[src/rtl/shifter_pkg.sv]
// Shared definitions for the 16-bit barrel shifter/rotator.
package defs;

    localparam int WIDTH   = 16;
    localparam int SHAMT_W = 4;

    // mode[2] = direction (1 = left), mode[1:0] = kind (pass/logical/arith/rotate)
    typedef enum logic [2:0] {
        SH_PASS  = 3'b000,
        SH_LSR   = 3'b001,
        SH_ASR   = 3'b010,
        SH_ROR   = 3'b011,
        SH_PASS2 = 3'b100,
        SH_LSL   = 3'b101,
        SH_ASL   = 3'b110,
        SH_ROL   = 3'b111
    } shift_mode_e;

endpackage

[src/rtl/shift_stage.sv]
// One stage of a logarithmic shifter: moves the word by a fixed SHIFT
// positions when enabled, left or right, with fill or wrap-around.
module shift_stage #(
    parameter int WIDTH = 16,
    parameter int SHIFT = 1
) (
    input  logic [WIDTH-1:0] data_i,
    input  logic             en_i,
    input  logic             dir_left_i,
    input  logic             fill_i,
    input  logic             rotate_i,
    output logic [WIDTH-1:0] data_o
);

    logic [WIDTH-1:0] right_d;
    logic [WIDTH-1:0] left_d;

    genvar gi;
    generate
        for (gi = 0; gi < WIDTH; gi++) begin : g_bit
            // Right shift: bits vacated at the top take the fill bit or wrap from the bottom
            if (gi + SHIFT < WIDTH) begin : g_right_in
                assign right_d[gi] = data_i[gi+SHIFT];
            end else begin : g_right_edge
                assign right_d[gi] = rotate_i ? data_i[gi+SHIFT-WIDTH] : fill_i;
            end
            // Left shift: vacated low bits are zero unless rotating
            if (gi >= SHIFT) begin : g_left_in
                assign left_d[gi] = data_i[gi-SHIFT];
            end else begin : g_left_edge
                assign left_d[gi] = rotate_i ? data_i[gi+WIDTH-SHIFT] : 1'b0;
            end
        end
    endgenerate

    // Select pass-through, left or right result for this stage
    always_comb begin
        data_o = data_i;
        if (en_i) begin
            data_o = dir_left_i ? left_d : right_d;
        end
    end

endmodule

[src/rtl/shifter.sv]
// 16-bit barrel shifter/rotator: combinational result/carry/zero plus a
// one-cycle registered copy for pipelined consumers.
module shifter
    import defs::*;
(
    input  logic                 clk,
    input  logic                 rst_n,
    input  logic [WIDTH-1:0]     in,
    input  logic [SHAMT_W-1:0]   n,
    input  logic [2:0]           mode,
    output logic [WIDTH-1:0]     out,
    output logic                 carry,
    output logic                 zero,
    output logic [WIDTH-1:0]     out_q,
    output logic                 carry_q,
    output logic                 zero_q
);

    shift_mode_e mode_e;
    logic        shift_en;
    logic        rotate;
    logic        dir_left;
    logic        fill_bit;

    logic [SHAMT_W:0][WIDTH-1:0] stage_data;
    logic [SHAMT_W-1:0]          right_idx;
    logic [SHAMT_W-1:0]          left_idx;
    logic [WIDTH-1:0]            out_d;
    logic                        carry_d;
    logic                        zero_d;

    assign mode_e = shift_mode_e'(mode);

    // Decode mode into stage controls; ASR is the only mode with a non-zero fill
    always_comb begin
        shift_en = 1'b1;
        rotate   = 1'b0;
        dir_left = mode[2];
        fill_bit = 1'b0;
        case (mode_e)
            SH_PASS, SH_PASS2: shift_en = 1'b0;
            SH_ASR:            fill_bit = in[WIDTH-1];
            SH_ROR, SH_ROL:    rotate   = 1'b1;
            default:           ;
        endcase
    end

    assign stage_data[0] = in;

    genvar gi;
    generate
        for (gi = 0; gi < SHAMT_W; gi++) begin : g_stage
            shift_stage #(
                .WIDTH (WIDTH),
                .SHIFT (1 << gi)
            ) u_stage (
                .data_i     (stage_data[gi]),
                .en_i       (shift_en & n[gi]),
                .dir_left_i (dir_left),
                .fill_i     (fill_bit),
                .rotate_i   (rotate),
                .data_o     (stage_data[gi+1])
            );
        end
    endgenerate

    assign out_d = stage_data[SHAMT_W];

    // Index of the last bit pushed out: n-1 going right, 16-n going left (mod 16)
    assign right_idx = n - SHAMT_W'(1);
    assign left_idx  = SHAMT_W'(0) - n;

    // Carry is the last bit shifted/rotated out; zero when nothing moves
    always_comb begin
        carry_d = 1'b0;
        if (shift_en && (n != '0)) begin
            if (rotate) begin
                carry_d = dir_left ? out_d[0] : out_d[WIDTH-1];
            end else begin
                carry_d = dir_left ? in[left_idx] : in[right_idx];
            end
        end
    end

    assign zero_d = (out_d == '0);

    assign out   = out_d;
    assign carry = carry_d;
    assign zero  = zero_d;

    // Registered copy of the combinational results; reset only touches this path
    always_ff @(posedge clk) begin
        if (!rst_n) begin
            out_q   <= '0;
            carry_q <= 1'b0;
            zero_q  <= 1'b1;
        end else begin
            out_q   <= out_d;
            carry_q <= carry_d;
            zero_q  <= zero_d;
        end
    end

endmodule

[config.mk]
export PLATFORM = sky130hd
export DESIGN_NAME = shifter
export DESIGN_NICKNAME = d
export VERILOG_FILES = /design/src/rtl/shifter_pkg.sv /design/src/rtl/shift_stage.sv /design/src/rtl/shifter.sv
export SDC_FILE = /design/constraint.sdc
export NUM_CORES = 1
export LEC_CHECK = 0
export CORE_UTILIZATION = 44
export DETAILED_ROUTE_END_ITERATION = 16
export PLACE_DENSITY = 0.69
export SKIP_CTS_REPAIR_TIMING = 1
export SYNTH_ARGS = -nofsm -noshare
export SYNTH_HDL_FRONTEND = slang
export SYNTH_SLANG_ARGS = --single-unit
[constraint.sdc]
create_clock -name clk -period 4.8 [get_ports clk]
set_clock_uncertainty 0.05 [all_clocks]
set_input_delay 0.72 -clock clk [delete_from_list [all_inputs] [get_ports clk]]
set_output_delay 0.72 -clock clk [all_outputs]
set_load 0.02 [all_outputs]
==> metrics.md, run 1 <==
| Metric | Value |
|---|---|
| PD cells | `between 150 and 200 nW/µm²` |
| Number of synthesized flops with an enable pin | `0` |
| Initial antenna violation count | `0` |
| Mux share of post-synthesis cell area | `a little over a fifth` |
| Final Max Tran Viols | `0` |
| Register area share after synthesis | `between 10 and 15%` |
| # clock sinks | `18` |
| Met1 wire length | `about 6.2 mm` |
| Initial Utilization | `a little under half` |
| Met3 WL | `between 1.5 and 2 mm` |
| CP arrival | `4.03 ns` |
| VDD IR-drop max | `0.0717 mV` |
| Final min period | `~4.8 ns` |
| Synth Cell Area | `roughly 3300 µm²` |
| Largest net degree at the start of global routing | `25` |
| FFs w/ async S/R, synth | `0%` |
| Design Power | `0.978 mW` |
| Top_reg_cell synth | `dfxtp_1` |
| FMAX | `0.208 GHz` |
| Setup crit start kind | `input port` |
| Routed wl met2 | `7.32 mm` |
| Total congestion overflow | `0` |
| CP Buf/Inv Count | `3` |
| Slew HR | `a little under three fifths` |
| Final #Nets | `a little over 600` |
| Synth top area share | `roughly 11%` |
| Int Power | `between 0.5 and 0.6 mW` |
| RSZ-0062 raised after global routing | `true` |
| Drt first pass iters | `5` |
| Largest stage delay on the critical path | `around 0.57 ns` |
| Adder-cell share of the synthesized area | `less than 1%` |
| Clock buffer depth | `2` |
| Outcome | `finished, final reports clean` |
| Clock power share | `approximately an eighth` |
| Syn nets | `between 400 and 500` |
| Tot GR Track Use | `between 40% and 50%` |
| Root Buffer | `clkbuf_8` |
| Crit-path max FO | `18` |
| Switch Pwr | `roughly 0.41 mW` |
| Synth Area in Simple Gates | `approximately 18%` |
| Synth area leaders | `dfxtp_1, mux4_2, mux2i_1` |
| IO Port Bufs | `60` |
| XOR/XNOR Fraction of Synth Area | `less than 1%` |
| Most common cell in the netlist | `nand2_1` |
| Share of cells above drive strength 1 | `a little over a third` |
| Top-Level Pins | `just over 60` |
| Max_cap viols | `0` |
| Drt drc | `0` |
| Hold Vio Cnt, Final | `0` |
| Post-route ant nets | `0` |
| Die ar. | `7780 µm²` |
| CTS HTree Levels | `1` |
| First-pass GRT wire length | `between 20 and 30 mm` |
| DP HPWL | `between 10 and 15 mm` |
| Post-Synthesis Cells | `approximately 420` |
| CP max stage cell | `clkdlybuf4s50_1` |
| Crit path capture type | `output port` |
| Final period util | `around 100%` |
| Top layer reached by signal wires | `met4` |
| Biggest area consumer among synthesized cells | `dfxtp_1` |
| Syn avg cell area | `between 7 and 8 µm²` |
| Synthesis-to-layout area growth | `54.0%` |
| Worst path required time | `4.03 ns` |
| Vias/cell | `between 6 and 7` |
| Cell row count | `31` |
| Most common library cells after synthesis | `nand2_1, nor2_1, o21ai_0, clkbuf_1, mux2i_1` |
| GPL Wtd Cong | `1.06` |
| Main combinational cell family by area after synthesis | `compound AO/OA/AOI/OAI gates` |
| Tightest Pin Transition | `0.666 ns` |
| CP Cell Sequence | `clkdlybuf4s50_1 -> buf_12 -> mux2_1 -> a221oi_1 -> nor4_1 -> o21ai_0 -> nand3_1 -> a211o_1 -> or4_4 -> nor3_2 -> dlymetal6s2s_1` |
| Wire per inst | `approximately 24 µm` |
| Combinational share of power | `between 60% and 70%` |
| YS warnings | `0` |
| Post-Route WL | `between 15 and 20 mm` |
| Net Sw Frac | `between 40 and 50%` |
| Vias in the first global route | `4423` |
| Clock transition at the registers of the reported paths | `~0.07 ns` |
| Ant. Diodes | `0` |
| DIE HEIGHT | `slightly below 90 µm` |
| Count of cell types in the netlist | `between 80 and 90` |
| Post-synthesis compound-gate area fraction | `approximately two fifths` |
| Width of the chip | `88.2 µm` |
| Total CTS buffers | `3` |
| Worst min-delay path category | `input port to flip-flop` |
| Delay-heaviest family, CP | `simple AND/OR/NAND/NOR gates` |
| Core outline area | `slightly above 7000 µm²` |
| Final core occ | `roughly 70%` |
| CP Class | `input port to output port` |
| Part of the power in registers | `roughly 17%` |
| Via count | `approximately 4500` |
| Initial DRC count | `between 400 and 500` |
| Static Leak | `around 2.2 nW` |
| Final Setup Violations | `0` |
| CTS tree | `built` |
| Seq cells post-synth | `18` |
final timing paths:
kind / from / endpoint / slack [ns] / depth (start not counted)
worst max-delay path: n[0] / zero / 0.002 / 11
worst min-delay path: mode[2] / carry_q / 1.24 / 5
cells in the final DEF, fill, tap and decap left out, drive strengths merged, types with 6 or more instances in the layout:
| master | count |
|---|---|
| o22ai | 14 |
| a21oi | 19 |
| mux2 | 17 |
| buf | 157 |
| a221oi | 8 |
| nor2 | 27 |
| o31ai | 8 |
| a211oi | 10 |
| o21ai | 32 |
| mux4 | 13 |
| mux2i | 22 |
| nor3 | 11 |
| nand2 | 34 |
| o211ai | 6 |
| dfxtp | 18 |
| a221o | 6 |
| nand3 | 6 |
| o21a | 10 |
| and2 | 14 |
| inv | 12 |
| clkdlybuf4s50 | 55 |
routing by layer:
metal  track usage, %  vias up
met5                0        -
met3             9.61       93
met2             71.0      365
met4             25.5        0
met1             52.6     2109
li1                 -     1981
power by group through the flow:
stage	clock network, mW	logic (mW)	registers [mW]
after floorplan	0	0.313	0.192
after global placement	0	0.650	0.172
after detailed placement	0	0.656	0.173
after CTS	0.126	0.660	0.170
after global routing	0.134	0.719	0.171
final	0.127	0.681	0.170
cell type report:
class / count / area, µm²
clock buffers: 4 / 55.1
fillers: 595 / 2180
inverters: 13 / 48.8
multi-input cells: 337 / 2590
flip-flops and latches: 18 / 360
well taps: 99 / 124
repair buffers: 216 / 1850
registers in the layout, indices dropped and copies added (netlist names):
signal / cells
zero_q: 1
out_q: 16
carry_q: 1
cell families (layout without fill, tap and decap cells):
kind of cell | after synthesis | in the layout
compound gates | 167 | 167
xor+xnor | 2 | 2
fa+ha+maj | 1 | 1
buf+inv | 62 | 233
flops | 18 | 18
mux | 52 | 52
simple gates | 115 | 115
metrics by stage:
stage	hold WS, ns	instances	instance area, µm²	setup WS [ns]	TNS, ns
floorplan	0.841	417	3270	0.670	0
finish	1.24	687	5030	0.00224	0
global route	1.26	687	5030	-0.159	-0.159
detailed placement	1.47	683	4950	-0.326	-0.515
CTS	1.22	687	5010	-0.335	-0.536
global placement	1.44	683	4950	-0.271	-0.436
Power figures use the tool's default switching activity.
==> run 2: changes to the inputs <==
--- a/config.mk
+++ b/config.mk
@@ -5,6 +5,7 @@
 export SDC_FILE = /design/constraint.sdc
 export NUM_CORES = 1
 export LEC_CHECK = 0
+export CORE_ASPECT_RATIO = 1.75
 export CORE_UTILIZATION = 44
 export DETAILED_ROUTE_END_ITERATION = 16
 export PLACE_DENSITY = 0.69
==> run 2 against run 1 <==
  * Highest routed layer unchanged
  * Setup slack better by 0.056 ns
  * Combinational power is essentially flat
  * Sequential share of layout area is essentially flat
  * Non-clock buffer count unchanged
  * Critical path depth rose by 2
  * Core utilization grew 0.51 points
  * Die area grew 0.17%
  * First-iteration DRC count fell by 9.6%
  * Critical path type unchanged
==> metrics.md, run 2 (same netlist as run 1, synthesis figures left out) <==
| Metric | Value |
|---|---|
| Switch Pwr | `0.410 mW (-0.24%)` |
| Vias in the first global route | `4583 (+3.6%)` |
| Tightest Pin Transition | `0.595 ns (-0.0710 ns)` |
| Largest Register | `out_q` |
| Final Setup Violations | `0 (unchanged)` |
| DIE HEIGHT | `116 µm (+32%)` |
| Largest registers | `out_q x16, carry_q x1, zero_q x1` |
| VDD IR-drop max | `0.135 mV (+88%)` |
| Synthesis-to-layout area growth | `54.4%` |
| Combinational share of power | `65.8% (-3.9 points)` |
| IO Port Bufs | `60 (unchanged)` |
| Initial Utilization | `45.5% (+0.21 points)` |
| First-pass GRT wire length | `25.3 mm (+0.38%)` |
| Max reg flops | `16 (unchanged)` |
| Top-Level Pins | `61 (unchanged)` |
| Outcome | `finished, final reports clean` |
| Hold endpoint | `carry_q` |
| Net Sw Frac | `39.7% (-2.4 points)` |
| Placed cell count | `669 (-2.0%)` |
| Clock power share | `17.8% (+4.8 points)` |
| FMAX | `0.211 GHz (+1.2%)` |
| Design Power | `1.03 mW (+5.7%)` |
| Root Buffer | `clkbuf_16` |
| Cell row count | `41 (+32%)` |
| Crit-path max FO | `17 (-1)` |
| Worst path required time | `4.03 ns (about the same)` |
| Top layer reached by signal wires | `met4` |
| GPL Wtd Cong | `1.09 (+2.6%)` |
| Worst min-delay path category | `input port to flip-flop` |
| Clock buffer depth | `2 (unchanged)` |
| Post-Route WL | `16.1 mm (-0.38%)` |
| Largest net degree at the start of global routing | `28 (+12%)` |
| Post-route ant nets | `0 (unchanged)` |
| Total congestion overflow | `0 (unchanged)` |
| CP Class | `input port to output port` |
| Tot GR Track Use | `44.5% (+0.93 points)` |
| Drt drc | `0 (unchanged)` |
| Initial DRC count | `426 (-9.6%)` |
| Non-Filler Instances | `674 (-1.9%)` |
| Worst setup margin | `0.0582 ns (+0.0560 ns)` |
| Max_cap viols | `0 (unchanged)` |
| Setup TNS Final | `0 ns (unchanged)` |
| Width of the chip | `67.2 µm (-24%)` |
| Final #Nets | `615 (unchanged)` |
| DP HPWL | `12.9 mm (+1.6%)` |
| Commonest non-fill, non-tap cell in the layout | `buf_4` |
| CTS HTree Levels | `1 (unchanged)` |
| Die ar. | `7790 µm² (+0.17%)` |
| Final period util | `98.8% (-1.2 points)` |
| Routed wl met2 | `7.89 mm (+7.7%)` |
| Core outline area | `7180 µm² (-0.45%)` |
| Hold Vio Cnt, Final | `0 (unchanged)` |
| Vias/cell | `6.63 (+0.14%)` |
| Initial antenna violation count | `0 (unchanged)` |
| Total CTS buffers | `3 (unchanged)` |
| Part of the power in registers | `16.4% (-1.0 points)` |
| Share of cells above drive strength 1 | `36.9% (+0.51 points)` |
| Drt first pass iters | `6 (+1)` |
| Hold Crit Start | `mode[2]` |
| Clock transition at the registers of the reported paths | `0.05 ns (-0.02 ns)` |
| RSZ-0062 raised after global routing | `true` |
| PD cells | `205 nW/µm² (+5.4%)` |
| Crit path capture type | `output port` |
| Final min period | `4.74 ns (-0.0560 ns)` |
| Int Power | `0.624 mW (+10%)` |
| # clock sinks | `18 (unchanged)` |
| Ant. Diodes | `0 (unchanged)` |
| Wire per inst | `23.9 µm (+1.5%)` |
| Worst hold stages | `4 (-1)` |
| CP arrival | `3.97 ns (-0.06 ns)` |
| CTS tree | `built` |
| Setup crit start kind | `input port` |
| Commonest cells after routing, fill and taps aside | `buf_4, clkdlybuf4s50_1, nand2_1` |
| Slew HR | `60.3% (+4.8 points)` |
| Via count | `4468 (-1.8%)` |
| Final Max Tran Viols | `0 (unchanged)` |
| Met1 wire length | `5.31 mm (-14%)` |
| Met3 WL | `1.33 mm (-17%)` |
| Post-Place Worst Slack | `-0.323 ns (+0.00323 ns)` |
| Static Leak | `2.20 nW (+0.72%)` |
==> run 2: cell types whose count changed in the layout (fill, tap and decap cells not counted), moves of 2 or more <==
cell       previous run  this run
clkbuf_8              4         1
o21a_1               10         8
buf_12                6         4
clkbuf_16             0         3
buf_6                 0         2
o21a_2                0         2
==> run 2: how the worst max path moves through the flow <==
stage	from	endpoint	slack, ns
floorplan	mode[0]	zero	0.67
global placement	mode[0]	zero	-0.34
detailed placement	n[0]	zero	-0.32
CTS	n[0]	zero	-0.32
global route	mode[0]	zero	-0.01
finish	mode[0]	zero	0.06
==> run 2: power groups by stage <==
stage          combinational, mW  sequential [mW]  clock (mW)
2_1_floorplan              0.313            0.192           0
3_3_place_gp               0.648            0.172           0
3_5_place_dp               0.655            0.173           0
4_1_cts                    0.660            0.169       0.185
5_1_grt                    0.719            0.171       0.189
6_report                   0.681            0.169       0.184
==> run 2: critical path: stages <==
cell and delay (ns):
clkdlybuf4s50_1 0.46, buf_6 0.20, o21a_2 0.27, buf_4 0.17
nand2_1 0.22, o22ai_1 0.12, o31ai_1 0.29, buf_4 0.18
o22ai_1 0.11, a221o_1 0.28, or4_4 0.52, nor3_1 0.18
dlymetal6s2s_1 0.24
==> run 2: area by class of cell <==
cell class | instances | area, µm²
clock buffers | 4 | 88.8
fillers | 597 | 2140
inverters | 13 | 48.8
multi-input cells | 337 | 2610
flip-flops and latches | 18 | 360
well taps | 86 | 108
repair buffers | 216 | 1830
==> run 2: per-stage QoR <==
| stage | util [%] | hold WS, ns | instance area [µm²] |
|---|---|---|---|
| finish | 70.3 | 1.07 | 5050 |
| global route | 70.3 | 1.09 | 5050 |
| CTS | 69.5 | 1.06 | 4990 |
| detailed placement | 68.3 | 1.32 | 4900 |
| global placement | 68.3 | 1.32 | 4900 |
| floorplan | - | 0.841 | 3270 |
==> run 2: layer usage <==
layer  vias up  global-route usage [%]
li1       1977                       -
met3       119                    9.55
met4         0                    36.6
met1      2031                    46.5
met5         -                   0.694
met2       341                    73.9
==> run 3: changes to the inputs <==
==> constraint.sdc (replaced) <==
create_clock -name clk -period 4.4 [get_ports clk]
set_clock_uncertainty 0.05 [all_clocks]
set_input_delay 0.66 -clock clk [delete_from_list [all_inputs] [get_ports clk]]
set_output_delay 0.66 -clock clk [all_outputs]
set_load 0.02 [all_outputs]
==> run 3 against run 2 <==
  * The run now ends with setup timing left
  * Final cell count up 5.2%
  * Die area unchanged
  * Sequential power up 9%
  * Power up 14%
  * Count of clock-buffer cells in the layout unchanged
  * Combinational power up 16%
  * First-iteration DRC count down 20%
  * Core utilization up 5.3 points
  * Design area up 7.5%
==> metrics.md, run 3 (same netlist as run 1, synthesis figures left out) <==
| Metric | Value |
|---|---|
| Crit-path max FO | `3 (-14)` |
| Cell row count | `41 (unchanged)` |
| Largest registers | `out_q x16, carry_q x1, zero_q x1` |
| Final period util | `101%` |
| # clock sinks | `18 (unchanged)` |
| Worst path required time | `3.69 ns (-0.34 ns)` |
| CTS tree | `built` |
| CP arrival | `3.72 ns (-0.25 ns)` |
| Worst setup margin | `-0.0346 ns (-0.0929 ns)` |
| Final hold slack | `1.16 ns (+0.0910 ns)` |
| Final Setup Violations | `1 (+1)` |
| Hold Vio Cnt, Final | `0 (unchanged)` |
| Switch Pwr | `0.473 mW (+15%)` |
| DIE HEIGHT | `116 µm (unchanged)` |
| Total CTS buffers | `3 (unchanged)` |
| Via count | `4709 (+5.4%)` |
| First-pass GRT wire length | `26.3 mm (+3.7%)` |
| Slew HR | `58.4% (-1.8 points)` |
| Worst min-delay path category | `input port to flip-flop` |
| Setup crit start kind | `input port` |
| Ant. Diodes | `0 (unchanged)` |
| PD cells | `218 nW/µm² (+6.5%)` |
| Part of the power in registers | `15.7% (-0.7 points)` |
| Clock power share | `17.5% (-0.3 points)` |
| VDD IR-drop max | `0.146 mV (+7.8%)` |
| Root Buffer | `clkbuf_16` |
| Post-Route WL | `17.0 mm (+5.5%)` |
| Total congestion overflow | `0 (unchanged)` |
| Post-route ant nets | `0 (unchanged)` |
| CTS HTree Levels | `1 (unchanged)` |
| Largest net degree at the start of global routing | `22 (-21%)` |
| Initial antenna violation count | `0 (unchanged)` |
| Commonest non-fill, non-tap cell in the layout | `buf_4` |
| Max_cap viols | `0 (unchanged)` |
| Drt first pass iters | `7 (+1)` |
| Tightest Pin Transition | `0.620 ns (+0.0249 ns)` |
| DP HPWL | `13.5 mm (+4.5%)` |
| RSZ-0062 raised after global routing | `true` |
| Die ar. | `7790 µm² (unchanged)` |
| Max reg flops | `16 (unchanged)` |
| Crit path capture type | `output port` |
| Combinational share of power | `66.9% (+1.1 points)` |
| Final #Nets | `650 (+5.7%)` |
| Initial DRC count | `341 (-20%)` |
| Clock transition at the registers of the reported paths | `0.05 ns (about the same)` |
| Wire per inst | `24.0 µm (+0.34%)` |
| Clock buffer depth | `2 (unchanged)` |
| Top-Level Pins | `61 (unchanged)` |
| FMAX | `approximately 0.23 GHz` |
| Initial Utilization | `45.5% (unchanged)` |
| Outcome | `finished, violations left` |
| IO Port Bufs | `60 (unchanged)` |
| CP Class | `input port to output port` |
| Final Max Tran Viols | `0 (unchanged)` |
| Width of the chip | `67.2 µm (unchanged)` |
| Vias/cell | `6.64 (+0.19%)` |
| Int Power | `0.710 mW (+14%)` |
| Net Sw Frac | `40.0% (+0.35 points)` |
| Static Leak | `2.40 nW (+9.1%)` |
| Post-Place Worst Slack | `-0.679 ns (-0.356 ns)` |
| Largest Register | `out_q` |
| Share of cells above drive strength 1 | `42.5% (+5.6 points)` |
| Tot GR Track Use | `46.5% (+2.0 points)` |
| Drt drc | `0 (unchanged)` |
| Failing checks | `setup timing` |
| Vias in the first global route | `4755 (+3.8%)` |
| GPL Wtd Cong | `1.07 (-2.0%)` |
| Final min period | `around 4.4 ns` |
| Core outline area | `7180 µm² (unchanged)` |
| Commonest cells after routing, fill and taps aside | `buf_4, clkdlybuf4s50_1, nand2_1` |
| Synthesis-to-layout area growth | `66.0%` |
run 3: final cells by class:
| cell class | count | area (µm²) |
|---|---|---|
| inverter | 13 | 48.8 |
| fill | 583 | 1760 |
| clock buffer | 4 | 88.8 |
| sequential | 18 | 360 |
| timing repair buffer | 251 | 2110 |
| tap | 86 | 108 |
| multi-input combinational | 337 | 2710 |
run 3: path summary, 6_finish.rpt:
| kind | to | start | depth (start not counted) | slack [ns] |
|---|---|---|---|---|
| worst max-delay path | zero | in[11] | 12 | -0.03 |
| worst min-delay path | zero_q | rst_n | 2 | 1.16 |
run 3: through the flow:
step                      area (µm²)  utilization [%]  cells  total power, mW  TNS, ns
final                           5430             75.5    709             1.18  -0.0346
after global routing            5430             75.5    709             1.23   -0.127
after CTS                       5240             72.9    706             1.14    -3.21
after detailed placement        5150             71.7    702            0.928    -2.88
after global placement          5150             71.7    702            0.918    -2.54
after floorplan                 3270                -    417            0.551        0
run 3: metal layers:
metal	GRT usage, %	routed length [µm]
met1	46.8	5710
met2	75.9	8320
met3	11.4	1240
met4	42.0	1760
met5	6.25	0
run 3: power by group through the flow:
stage	logic, mW	registers (mW)	clock network, mW
detailed placement	0.740	0.189	0
global route	0.833	0.188	0.210
global placement	0.730	0.187	0
CTS	0.745	0.185	0.208
floorplan	0.341	0.210	0
finish	0.791	0.185	0.207
run 3: worst max-delay path: stages:
cell,delay (ns)
clkdlybuf4s50_1,0.43
buf_4,0.16
mux2i_1,0.26
a21oi_1,0.13
a221oi_2,0.31
buf_4,0.19
nor3_1,0.05
or3_1,0.39
a221o_1,0.35
or4_4,0.43
nor3_2,0.19
buf_4,0.16
